===== src/rtl/addr_rf_pkg.sv =====
// Shared sizing defaults, FSM encoding and entry layout for the kernel-offset
// address generator.
package addr_rf_pkg;

    localparam int unsigned ADDR_RF_G     = 4;
    localparam int unsigned ADDR_RF_DEPTH = 10;
    localparam int unsigned ADDR_RF_CW    = 7;
    localparam int unsigned ADDR_RF_SW    = 3;
    localparam int unsigned ADDR_RF_RW    = 3;
    localparam int unsigned ADDR_RF_KW    = 5;
    localparam int unsigned ADDR_RF_PW    = 11;

    typedef enum logic [1:0] {
        S_IDLE,
        S_LOAD,
        S_RUN,
        S_DONE
    } state_e;

    // Field order puts row in the LSBs so the struct overlays entry[0]=row.
    typedef struct packed {
        logic [ADDR_RF_CW-1:0] kernel;
        logic [ADDR_RF_CW-1:0] col;
        logic [ADDR_RF_CW-1:0] row;
    } entry_t;

endpackage


===== src/rtl/addr_rf_group_sel.sv =====
// Maps an entry index onto its kernel group: the number of group end pointers
// already passed, capped at the last group.
module addr_rf_group_sel #(
    parameter int unsigned G  = 4,
    parameter int unsigned PW = 11,
    parameter int unsigned GW = 2
) (
    input  logic [G-1:0][PW-1:0] ptr_i,
    input  logic [PW-1:0]        idx_i,
    output logic [GW-1:0]        grp_o
);

    int unsigned cnt;

    always_comb begin
        cnt = 0;
        for (int unsigned j = 0; j < G; j++) begin
            if (ptr_i[j] <= idx_i) begin
                cnt = cnt + 1;
            end
        end
        if (cnt > G - 1) begin
            cnt = G - 1;
        end
        grp_o = GW'(cnt);
    end

endmodule


===== src/rtl/addr_rf_gen.sv =====
// Sparse-kernel offset generator: walks a CSR group list, streams one
// {row, col, kernel} triple per cycle and records it in a register file.
// Optional feature: define ADDR_RF_CLAMP_EN for saturating subtraction and o_clamp.
module addr_rf_gen
    import addr_rf_pkg::*;
#(
    parameter int unsigned G     = ADDR_RF_G,
    parameter int unsigned DEPTH = ADDR_RF_DEPTH,
    parameter int unsigned CW    = ADDR_RF_CW,
    parameter int unsigned SW    = ADDR_RF_SW,
    parameter int unsigned RW    = ADDR_RF_RW,
    parameter int unsigned KW    = ADDR_RF_KW,
    parameter int unsigned PW    = ADDR_RF_PW
) (
    input  logic                          i_clk,
    input  logic                          i_rst,
    input  logic                          i_start,
    input  logic [CW-1:0]                 i_h,
    input  logic [CW-1:0]                 i_w,
    input  logic [SW-1:0]                 i_s,
    input  logic [G-1:0][RW-1:0]          i_r,
    input  logic [G-1:0][KW-1:0]          i_k,
    input  logic [G-1:0][PW-1:0]          i_ptr,
    input  logic [PW-1:0]                 i_length,
    output logic                          o_valid,
    input  logic                          i_ready,
    output logic [2:0][CW-1:0]            o_entry,
    output logic [DEPTH-1:0][2:0][CW-1:0] o_rf,
    output logic [PW-1:0]                 o_count,
    output logic                          o_busy,
    output logic                          o_finish,
    output logic                          o_clamp
);

    localparam int unsigned GW = (G > 1) ? $clog2(G) : 1;

    state_e                          state_q, state_d;
    logic [CW-1:0]                   h_q, w_q;
    logic [SW-1:0]                   s_q;
    logic [G-1:0][RW-1:0]            r_q;
    logic [G-1:0][KW-1:0]            k_q;
    logic [G-1:0][PW-1:0]            ptr_q;
    logic [PW-1:0]                   n_q, idx_q, count_q;
    logic [2:0][CW-1:0]              entry_q;
    logic [DEPTH-1:0][2:0][CW-1:0]   rf_q;

    logic                            load, hs, last;
    logic [CW-1:0]                   h_c, w_c;
    logic [SW-1:0]                   s_c;
    logic [G-1:0][RW-1:0]            r_c;
    logic [G-1:0][KW-1:0]            k_c;
    logic [G-1:0][PW-1:0]            ptr_c;
    logic [PW-1:0]                   sel_idx, n_load;
    logic [GW-1:0]                   grp;
    logic [CW-1:0]                   r_ext, s_ext;
    logic [2:0][CW-1:0]              entry_nx;
`ifdef ADDR_RF_CLAMP_EN
    logic                            sat_nx, sat_q, clamp_q;
`endif

    // During LOAD the first triple is built straight from the inputs so that
    // o_valid can rise in the very first RUN cycle.
    always_comb begin
        load    = (state_q == S_LOAD);
        h_c     = load ? i_h   : h_q;
        w_c     = load ? i_w   : w_q;
        s_c     = load ? i_s   : s_q;
        r_c     = load ? i_r   : r_q;
        k_c     = load ? i_k   : k_q;
        ptr_c   = load ? i_ptr : ptr_q;
        sel_idx = load ? '0 : idx_q + PW'(1);
        hs      = (state_q == S_RUN) && i_ready;
        last    = (idx_q == n_q - PW'(1));

        n_load = i_length;
        if (i_ptr[G-1] < n_load) n_load = i_ptr[G-1];
        if (PW'(DEPTH) < n_load) n_load = PW'(DEPTH);
    end

    addr_rf_group_sel #(
        .G  (G),
        .PW (PW),
        .GW (GW)
    ) u_group_sel (
        .ptr_i (ptr_c),
        .idx_i (sel_idx),
        .grp_o (grp)
    );

    always_comb begin
        r_ext       = CW'(r_c[grp]);
        s_ext       = CW'(s_c);
        entry_nx[2] = CW'(k_c[grp]);
`ifdef ADDR_RF_CLAMP_EN
        entry_nx[0] = (r_ext > h_c) ? '0 : h_c - r_ext;
        entry_nx[1] = (s_ext > w_c) ? '0 : w_c - s_ext;
        sat_nx      = (r_ext > h_c) || (s_ext > w_c);
`else
        entry_nx[0] = h_c - r_ext;
        entry_nx[1] = w_c - s_ext;
`endif
    end

    always_comb begin
        state_d = state_q;
        case (state_q)
            S_IDLE:  if (i_start) state_d = S_LOAD;
            S_LOAD:  state_d = (n_load == '0) ? S_DONE : S_RUN;
            S_RUN:   if (hs && last) state_d = S_DONE;
            S_DONE:  state_d = S_IDLE;
            default: state_d = S_IDLE;
        endcase
    end

    always_ff @(posedge i_clk) begin
        if (i_rst) begin
            state_q <= S_IDLE;
            h_q     <= '0;
            w_q     <= '0;
            s_q     <= '0;
            r_q     <= '0;
            k_q     <= '0;
            ptr_q   <= '0;
            n_q     <= '0;
            idx_q   <= '0;
            count_q <= '0;
            entry_q <= '0;
            rf_q    <= '0;
`ifdef ADDR_RF_CLAMP_EN
            sat_q   <= 1'b0;
            clamp_q <= 1'b0;
`endif
        end else begin
            state_q <= state_d;
            if (load) begin
                h_q     <= i_h;
                w_q     <= i_w;
                s_q     <= i_s;
                r_q     <= i_r;
                k_q     <= i_k;
                ptr_q   <= i_ptr;
                n_q     <= n_load;
                idx_q   <= '0;
                count_q <= '0;
                rf_q    <= '0;
                entry_q <= entry_nx;
`ifdef ADDR_RF_CLAMP_EN
                sat_q   <= sat_nx;
                clamp_q <= 1'b0;
`endif
            end else if (hs) begin
                for (int unsigned i = 0; i < DEPTH; i++) begin
                    if (idx_q == PW'(i)) rf_q[i] <= entry_q;
                end
                idx_q   <= idx_q + PW'(1);
                count_q <= count_q + PW'(1);
                if (!last) entry_q <= entry_nx;
`ifdef ADDR_RF_CLAMP_EN
                if (!last) sat_q <= sat_nx;
                if (sat_q) clamp_q <= 1'b1;
`endif
            end
        end
    end

    assign o_valid  = (state_q == S_RUN);
    assign o_busy   = (state_q != S_IDLE);
    assign o_finish = (state_q == S_DONE);
    assign o_entry  = entry_q;
    assign o_rf     = rf_q;
    assign o_count  = count_q;
`ifdef ADDR_RF_CLAMP_EN
    assign o_clamp  = clamp_q;
`else
    assign o_clamp  = 1'b0;
`endif

endmodule

===== config.mk =====
export PLATFORM = sky130hd
export DESIGN_NAME = addr_rf_gen
export DESIGN_NICKNAME = d
export VERILOG_FILES = /design/src/rtl/addr_rf_pkg.sv /design/src/rtl/addr_rf_group_sel.sv /design/src/rtl/addr_rf_gen.sv
export SDC_FILE = /design/constraint.sdc
export NUM_CORES = 1
export LEC_CHECK = 0
export CORE_MARGIN = 1.5
export CORE_UTILIZATION = 51
export DETAILED_ROUTE_END_ITERATION = 8
export MAX_ROUTING_LAYER = met4
export PLACE_DENSITY = 0.81
export SKIP_CTS_REPAIR_TIMING = 1
export SLEW_MARGIN = 10
export SYNTH_ARGS = -nofsm -noshare
export SYNTH_HDL_FRONTEND = slang
export SYNTH_SLANG_ARGS = --single-unit

===== constraint.sdc =====
create_clock -name i_clk -period 9 [get_ports i_clk]
set_input_delay 1.8 -clock i_clk [delete_from_list [all_inputs] [get_ports i_clk]]
set_output_delay 1.8 -clock i_clk [all_outputs]
set_load 0.005 [all_outputs]

==> impl_metrics.csv, run 1 <==
group,metric,value,unit
outcome,status,"completed",
power,p_switching,0.002068,W
timing,fmax,128.0,MHz
power,sw_frac_of_total,35.98,%
setup_path,cpPeakStageDelay,0.56,ns
setup_path,startpoint,"i_ptr[1]",
cts,clkSinkCount,337,
die,io_pins,354,
run,max_cap_viol_count,0,
power,power_density,292.1,nW/um2
routing,drt_pass1_iterations,8,
timing,hold_viol,0,
logic_synthesis,syn_area_per_cell,8.866,um2
die,placementRows,63,
setup_path,cp_common_cell,"ha_1",
cts,htreeDepth,2,
routing,drt_iter0_drc,980,
routing,wire_per_inst,18.37,um
timing,period_needed,7.815,ns
setup_path,arrival,8.19,ns
timing,fin_crit_sh,86.83,%
cts,ctsLongestPathBuffers,3,
logic_synthesis,synth.lib_cells_used.distinct,71,
power,pwr-share-clk,24.5,%
logic_synthesis,syn_area,15230,um2
power,ir_worst_vdd,324.8,uV
cells_and_area,drive_above_1_share,7.025,%
cells_and_area,final_util,66.73,%
cts,clk_transition_reported_paths,0.06,ns
setup_path,reg2regPathDepth,30,
setup_path,cpMaxStageDelayCell,"mux4_1",
timing,setup_tns,0,ns
cells_and_area,syn2layout_area_growth,29.15,%
routing,vias,13262,
cts,cts_tree,"done",
logic_synthesis,synth_edf_count,0,
timing,rsz0062_at_grt,"false",
die,initial_core_util,51.67,%
setup_path,cp-start-kind,"input port",
setup_path,regToRegSetupSlack,1.61,ns
power,total_power,0.005747,W
placed_design,port_buffers,330,
setup_path,critPathCapture,"o_entry[5]",
power,power_frac_seq,31.0,%
setup_path,r2r-end,"o_entry[5]",
cells_and_area,regArea,6746,um2
power,power.internal,0.003679,W
setup_path,crit_fanout,12,
routing,ant_nets,0,
cts,clk_latency,0.51,ns
logic_synthesis,async_flop_share,0,%
die,core,29480,um2
routing,wirelength,44.15,mm
timing,worstMarginPinSlew,1.106,ns
grt,grt_pass1_vias,12463,
grt,grt-ovfl-total,0,
logic_synthesis,netlist_instances,1718,
grt,groute.usage.overall,28.72,%
power,p_leak,7.458,nW
setup_path,r2r-start,"state_q[1]",
logic_synthesis,synth_flop_cell,"dfxtp_1",
cts,clock_tree.root_cell,"clkbuf_16",
logic_synthesis,yosys_warnings,0,
timing,clock_skew,0.01525,ns
setup_path,setup.worst_path.end_class,"register",
cells_and_area,multi_input_area,7810,um2
setup_path,critical_path_class,"in -> reg",
die,die_h,175.8,um
routing,via_per_inst,5.517,
grt,grt_max_degree,93,
timing,maxSlewHeadroom,26.06,%
cells_and_area,layoutNonFillerInstCount,2404,
cts,cts_buffers,36,
placed_design,dpl.hpwl,30.94,mm
cells_and_area,nNetsFinal,2161,
worst_hold_path,min_path_type,"reg -> reg",
timing,setup_viol_count_final,0,
setup_path,cp.required,9.38,ns
die,die_w,175.8,um
cells_and_area,nFillCells,2323,
grt,antenna_found_initial,7,
die,dieArea,30910,um2
logic_synthesis,synth_seq_area_share,44.29,%
grt,grt_pass1_wl,68.32,mm
placed_design,place_congestion,0.8709,
timing,slew_viol_final,0,
logic_synthesis,synth-seq-cells,337,
placed_design,dp_cells,2333,
power,p_comb_share,44.5,%
routing,drc,0,
-- cell usage in the layout, fill, tap and decap left out, drive strengths merged, types with 14 or more instances in the layout --
master and count:
mux2i 100, ha 70, a21oi 190, dfxtp 337
nor3 15, nand3 19, xnor2 25, xor2 24
and2 18, conb 23, a21o 14, inv 31
nor2 150, mux4 16, nor2b 49, mux2 41
clkbuf 51, o21ai 18, nand2 349, clkdlybuf4s50 329
-- metrics by stage --
step | area [um2] | hold slack, ns | worst slack (ns)
after CTS | 19660 | 0.4536 | 1.234
after global routing | 19670 | 0.4690 | 0.8335
after floorplan | 15310 | 0.4514 | 1.911
final | 19670 | 0.4521 | 1.185
after detailed placement | 18530 | 0.4453 | 0.7124
after global placement | 18530 | 0.4411 | 0.9351
-- layer usage --
| metal | vias to the layer above | routed length [um] | global-route usage [%] |
|---|---|---|---|
| met4 | 0 | 2020 | 12.71 |
| li1 | 6262 | - | - |
| met2 | 543 | 20500 | 46.11 |
| met3 | 128 | 3475 | 5.108 |
| met5 | - | 0 | - |
| met1 | 6329 | 18160 | 35.33 |
-- worst min path at each step --
stage                     cells after the start       from        end
after CTS                                     2  o_rf[102]  o_rf[102]
after detailed placement                      2  o_rf[102]  o_rf[102]
after global routing                          2  o_rf[149]  o_rf[149]
after global placement                        2  o_rf[157]  o_rf[157]
after floorplan                               2     r_q[0]     r_q[0]
final                                         2  o_rf[105]  o_rf[105]
-- cells by family after synthesis --
logic type | Yosys count | synth area share [%]
buf+inv | 167 | 5.101
flops | 337 | 44.29
simple gates | 667 | 19.39
mux | 157 | 12.20
compound gates | 266 | 10.02
fa+ha+maj | 74 | 6.152
other cells | 1 | 0.02462
xor+xnor | 49 | 2.817
-- registers in the layout, summed over array words and instances (netlist names) --
register  count
h_q           7
idx_q        11
k_q          20
n_q          11
o_count      11
o_entry      19
o_rf        190
ptr_q        44
r_q          12
s_q           3
state_q       2
w_q           7
-- critical path: cells and delay by family --
family                   cells  cell delay [ns]
AO/OA/AOI/OAI               13             2.27
XOR/XNOR                     2             0.33
adder cells (fa/ha/maj)      4             1.17
buffers and inverters        2             0.70
multiplexers                 3             1.12
AND/OR/NAND/NOR              5             0.79
-- cell type report --
cell class	instances	share of cell area [%]
Multi-Input combinational cell	1236	39.70
Sequential cell	337	34.29
Timing Repair Buffer	340	17.16
Clock buffer	51	5.273
Tap cell	390	2.480
Inverter	30	0.5724
Clock inverter	13	0.4325
Antenna cell	7	0.08904
-- synthesized netlist by cell type (all sizes together), types with 8 or more instances --
cell type / number / area share (%)
nand2: 349 / 8.6
dfxtp: 337 / 44
a21oi: 190 / 6.2
nor2: 150 / 3.8
mux2i: 100 / 6.7
clkbuf: 87 / 2.1
ha: 70 / 5.7
buf: 50 / 2.2
nor2b: 49 / 2.0
mux2: 41 / 3.0
inv: 30 / 0.74
xnor2: 25 / 1.4
xor2: 24 / 1.4
nand3: 19 / 0.71
and2: 18 / 0.74
o21ai: 18 / 0.59
mux4: 16 / 2.5
nor3: 15 / 0.49
a21o: 14 / 0.69
nand2b: 11 / 0.45
nand4: 10 / 0.45
or2: 8 / 0.33
-- power by group through the flow --
stage	sequential, W	clock [W]	combinational, W
2_1_floorplan	0.00170	0	0.00209
3_3_place_gp	0.00181	0	0.00244
3_5_place_dp	0.00181	0	0.00254
4_1_cts	0.00178	0.00142	0.00256
5_1_grt	0.00179	0.00149	0.00282
6_report	0.00178	0.00141	0.00256
(Power assumes the default switching activity.)
==> inputs of run 2 (changes only) <==
CORE_UTILIZATION = 64   (was 51)
DONT_BUFFER_PORTS = 1   (was not set)
GPL_ROUTABILITY_DRIVEN = 0   (was not set)
GPL_TIMING_DRIVEN = 1   (was not set)
PLACE_DENSITY = 0.8   (was 0.81)
==> run 2 against run 1 <==
Net effect: sequential power barely moved; sequential share of layout area rose by 6.9 points; cell count decreased by 17%; clock skew rose by 0.0037 ns; maximum frequency grew 7.0%; largest cell class unchanged.
==> impl_metrics.csv, run 2 (synthesis results as in run 1) <==
group,metric,value,unit
cts,ctsLongestPathBuffers,3,
setup_path,regToRegSetupSlack,1.78,ns
die,core,23400,um2
setup_path,cp-start-kind,"input port",
die,dieArea,24740,um2
die,die_w,157.3,um
setup_path,r2r-start,"state_q[1]",
routing,drt_pass1_iterations,6,
worst_hold_path,hold_path_startpoint,"o_rf[99]",
placed_design,port_buffers,0,
cts,htreeDepth,2,
setup_path,reg2regPathDepth,26,
timing,finalWorstSetupSlack,1.699,ns
timing,fmax,137.0,MHz
setup_path,crit_fanout,16,
grt,grt_pass1_wl,61.69,mm
worst_hold_path,min_path_type,"reg -> reg",
cells_and_area,fin_area,16360,um2
outcome,status,"completed",
timing,setup_viol_count_final,0,
die,initial_core_util,65.09,%
grt,groute.usage.overall,32.96,%
cells_and_area,syn2layout_area_growth,7.409,%
run,max_cap_viol_count,0,
routing,drt_iter0_drc,975,
routing,wire_per_inst,20.53,um
setup_path,cp.required,9.40,ns
setup_path,setup.worst_path.end_class,"register",
cts,clk_transition_reported_paths,0.06,ns
worst_hold_path,min_delay_path_depth,2,
worst_hold_path,min_to,"o_rf[99]",
timing,hold_viol,0,
cells_and_area,final_cell_mix,"nand2_1 (349), dfxtp_1 (337), a21oi_1 (189), nor2_1 (148), mux2i_1 (98)",
timing,clock_skew,0.01900,ns
placed_design,pre_cts_ws,1.257,ns
timing,fin_crit_sh,81.12,%
routing,via_per_inst,5.918,
power,power_density,350.6,nW/um2
cells_and_area,drive_above_1_share,8.234,%
timing,worstMarginPinSlew,1.120,ns
die,die_h,157.3,um
cts,cts_tree,"done",
setup_path,r2r-end,"o_entry[5]",
cells_and_area,layoutNonFillerInstCount,1999,
placed_design,dpl_cell_area,15140,um2
timing,rsz0062_at_grt,"false",
cts,clk_latency,0.52,ns
routing,vias,11830,
die,io_pins,354,
timing,period_needed,7.301,ns
cells_and_area,final_common_cell,"nand2_1",
cts,clkSinkCount,337,
cts,cts_buffers,35,
grt,antenna_found_initial,4,
grt,grt-ovfl-total,0,
power,ir_worst_vdd,433.3,uV
cts,clock_tree.root_cell,"clkbuf_16",
cells_and_area,largest_register_ff_count,190,
placed_design,dp_cells,1931,
die,placementRows,56,
timing,setup_tns,0,ns
power,p_leak,6.322,nW
grt,grt_pass1_vias,11191,
grt,grt_max_degree,123,
setup_path,arrival,7.70,ns
setup_path,startpoint,"i_ptr[1]",
routing,drc,0,
cells_and_area,nNetsFinal,1829,
routing,wirelength,41.04,mm
setup_path,critical_path_class,"in -> reg",
placed_design,dpl.hpwl,27.31,mm
routing,ant_nets,0,
timing,slew_viol_final,0,
timing,maxSlewHeadroom,25.17,%
run 2: cell count changes in the layout (fill, tap and decap cells not counted), sizes merged:
cell           previous run  this run
clkdlybuf4s50           329         0
diode                     7         4
clkinv                   10         9
clkbuf                   51        49
bufinv                    0         5
buf                      11         9
clkinvlp                  2         0
run 2: worst max-delay path by stage:
stage | cells past startpoint | end
6_report | 27 | o_entry[5]
3_3_place_gp | 27 | o_entry[5]
5_1_grt | 27 | o_entry[5]
4_1_cts | 27 | o_entry[5]
3_5_place_dp | 27 | o_entry[5]
2_1_floorplan | 27 | o_entry[5]
run 2: routing by layer:
metal	share of wire, %	vias up	GRT usage, %
met3	11	118	10.74
li1	-	5596	-
met2	46	534	51.92
met1	39	5582	38.72
met4	4.3	0	13.88
met5	0	-	-
run 2: through the flow:
stage          total power (W)  util (%)  hold slack, ns
4_1_cts               0.005745     69.87          0.4743
3_3_place_gp          0.004118     64.68          0.4595
2_1_floorplan         0.003790         -          0.4514
3_5_place_dp          0.004212     64.68          0.4653
5_1_grt               0.006088     69.91          0.4954
6_report              0.005736     69.91          0.4720
run 2: report_power, final:
part           leakage [nW]  internal, W  switching [W]  total [W]
clock network         0.602     0.000924       0.000588    0.00151
logic                  2.99      0.00115        0.00130    0.00245
registers              2.73      0.00163       0.000149    0.00178
run 2: cell type report:
class                           instances  area (um2)
Antenna cell                            4       10.01
Clock buffer                           49       999.7
Clock inverter                         15       215.2
Fill cell                            1791        7042
Inverter                               30       112.6
Multi-Input combinational cell       1236        7810
Sequential cell                       337        6746
Tap cell                              319       399.1
Timing Repair Buffer                    9       67.56
run 2: critical path, stage by stage:
cell      delay (ns)
mux2_2          0.26
ha_1            0.28
nor2b_1         0.13
o21a_1          0.16
o21a_1          0.16
o21ai_0         0.12
o21ai_0         0.10
o211ai_1        0.23
a31oi_1         0.12
o21a_1          0.18
o21ai_0         0.20
a21o_1          0.16
ha_1            0.30
xnor2_1         0.17
ha_1            0.29
or3_1           0.41
o32ai_4         0.51
mux4_1          0.65
mux2i_1         0.28
ha_1            0.31
a21o_1          0.16
a21oi_1         0.22
nand3_1         0.12
xnor2_1         0.15
nor2_1          0.05
a21oi_1         0.12
nor2_1          0.05
==> inputs of run 3 (changes only) <==
CORE_UTILIZATION = 57   (was 64)
PLACE_DENSITY = 0.75   (was 0.8)
clock period = 6.4 ns   (was 9 ns; I/O delays follow)
==> run 3 against run 2 <==
Net effect: the run now ends with design-rule violations left; total power grew 49%; setup slack lost 1.4 ns; wire length grew 0.95%; flip-flop and latch count is the same; clock skew shrank 0.0065 ns; critical path depth shrank 2.
==> impl_metrics.csv, run 3 (synthesis results as in run 1) <==
group,metric,value,unit
grt,grt_pass1_wl,64.03,mm
outcome,violations,"design-rule violations",
cts,cts_tree,"done",
routing,via_per_inst,5.772,
timing,fmax,163.9,MHz
routing,drt_iter0_drc,1034,
power,sw_frac_of_total,35.40,%
cells_and_area,nFillCells,2190,
placed_design,pre_cts_ws,-0.2052,ns
power,pwr-share-clk,23.7,%
power,total_power,0.008528,W
setup_path,cp.required,6.81,ns
routing,ant_nets,0,
routing,drc,28,
grt,antenna_found_initial,7,
power,p_switching,0.003019,W
die,die_w,166.5,um
routing,wirelength,41.43,mm
run,max_cap_viol_count,0,
cts,clkSinkCount,337,
placed_design,port_buffers,0,
die,dieArea,27710,um2
power,p_comb_share,47.3,%
setup_path,cp-start-kind,"register",
cts,clock_tree.root_cell,"clkbuf_16",
worst_hold_path,min_path_type,"reg -> reg",
die,initial_core_util,58.29,%
setup_path,crit_fanout,7,
power,power_frac_seq,29.0,%
setup_path,cpMaxStageDelayCell,"mux4_1",
die,die_h,166.5,um
cells_and_area,final_common_cell,"nand2_1",
timing,hold_ws,0.4733,ns
power,p_leak,6.437,nW
timing,worstMarginPinSlew,1.010,ns
grt,grt_max_degree,161,
outcome,status,"complete, but fails checks",
power,ir_worst_vdd,547.7,uV
cells_and_area,syn2layout_area_growth,9.356,%
die,io_pins,354,
routing,wl_met2,19.27,mm
timing,hold_viol,0,
cts,ctsLongestPathBuffers,3,
grt,grt_pass1_vias,11509,
timing,slew_viol_final,0,
setup_path,cpPeakStageDelay,0.53,ns
setup_path,arrival,6.51,ns
timing,fin_crit_sh,95.33,%
cts,clk_transition_reported_paths,0.06,ns
routing,met1_length,16.45,mm
power,power_density,511.9,nW/um2
routing,wire_per_inst,20.20,um
timing,finalWorstSetupSlack,0.2986,ns
routing,wl_met3,4.229,mm
timing,setup_tns,0,ns
timing,clock_skew,0.01249,ns
placed_design,dpl.hpwl,28.65,mm
cells_and_area,drive_above_1_share,11.12,%
cells_and_area,final_cell_mix,"nand2_1 (349), dfxtp_1 (332), a21oi_1 (187), nor2_1 (148), mux2i_1 (97)",
power,power.internal,0.005509,W
cts,clk_latency,0.52,ns
setup_path,cp_common_cell,"ha_1",
timing,maxSlewHeadroom,32.65,%
die,core,26130,um2
routing,vias,11838,
cts,cts_buffers,36,
grt,grt-ovfl-total,0,
cts,htreeDepth,2,
grt,groute.usage.overall,30.04,%
cells_and_area,largest_register_ff_count,190,
routing,drt_pass1_iterations,9,
setup_path,setup.worst_path.end_class,"register",
timing,period_needed,6.101,ns
timing,setup_viol_count_final,0,
setup_path,critical_path_class,"reg -> reg",
die,placementRows,59,
routing,top_layer_used,"met4",
cells_and_area,nNetsFinal,1863,
[run 3: cell count changes in the layout (fill, tap and decap cells not counted), moves of 4 or more]
cell,previous run,this run
buf_4,9,40
clkbuf_1,8,14
dfxtp_1,337,332
clkinv_2,8,4
dfxtp_2,0,4
mux4_1,5,1
mux4_2,11,15
o21ai_0,17,13
[run 3: layer usage]
layer  global-route usage, %  up-vias
li1                        -     5646
met1                   34.53     5644
met2                   48.56      448
met3                   10.15      100
met4                   11.38        0
met5                       -        -
[run 3: worst max-delay path, delay by kind of cell, from the launching register on]
kind | cells | cell delay (ns)
fa+ha+maj | 5 | 1.37
mux | 2 | 0.69
buf+inv | 1 | 0.19
xor+xnor | 2 | 0.31
simple gates | 9 | 1.88
flops | 1 | 0.38
compound gates | 6 | 1.17
[run 3: worst paths after layout]
kind	start	depth (start not counted)	to	slack, ns
setup / recovery	idx_q[1]	25	o_entry[6]	0.30
hold / removal	o_rf[88]	2	o_rf[88]	0.47
setup reg to reg	idx_q[1]	25	o_entry[6]	0.30
hold reg to reg	o_rf[88]	2	o_rf[88]	0.47
[run 3: per-stage QoR]
stage / instances / util (%) / instance area, um2
floorplan: 1740 / - / 15360
global placement: 1968 / 58.74 / 15350
detailed placement: 1968 / 58.74 / 15350
CTS: 2032 / 63.08 / 16480
global route: 2051 / 63.74 / 16660
finish: 2051 / 63.74 / 16660
[run 3: final cells by class]
type,count,area [um2],share of cell area [%]
inverter,30,115.1,0.6911
multi-input combinational,1236,7885,47.34
timing repair buffer,42,331.6,1.991
clock buffer,54,1020,6.122
antenna,7,17.52,0.1052
tap,335,419.2,2.516
clock inverter,10,113.9,0.6835
sequential,337,6755,40.55
[run 3: power by group through the flow]
stage | Sequential [W] | Clock (W) | Combinational [W]
2_1_floorplan | 0.00240 | 0 | 0.00307
3_3_place_gp | 0.00251 | 0 | 0.00367
6_report | 0.00247 | 0.00202 | 0.00403
5_1_grt | 0.00249 | 0.00213 | 0.00442
4_1_cts | 0.00247 | 0.00205 | 0.00385
3_5_place_dp | 0.00251 | 0 | 0.00382
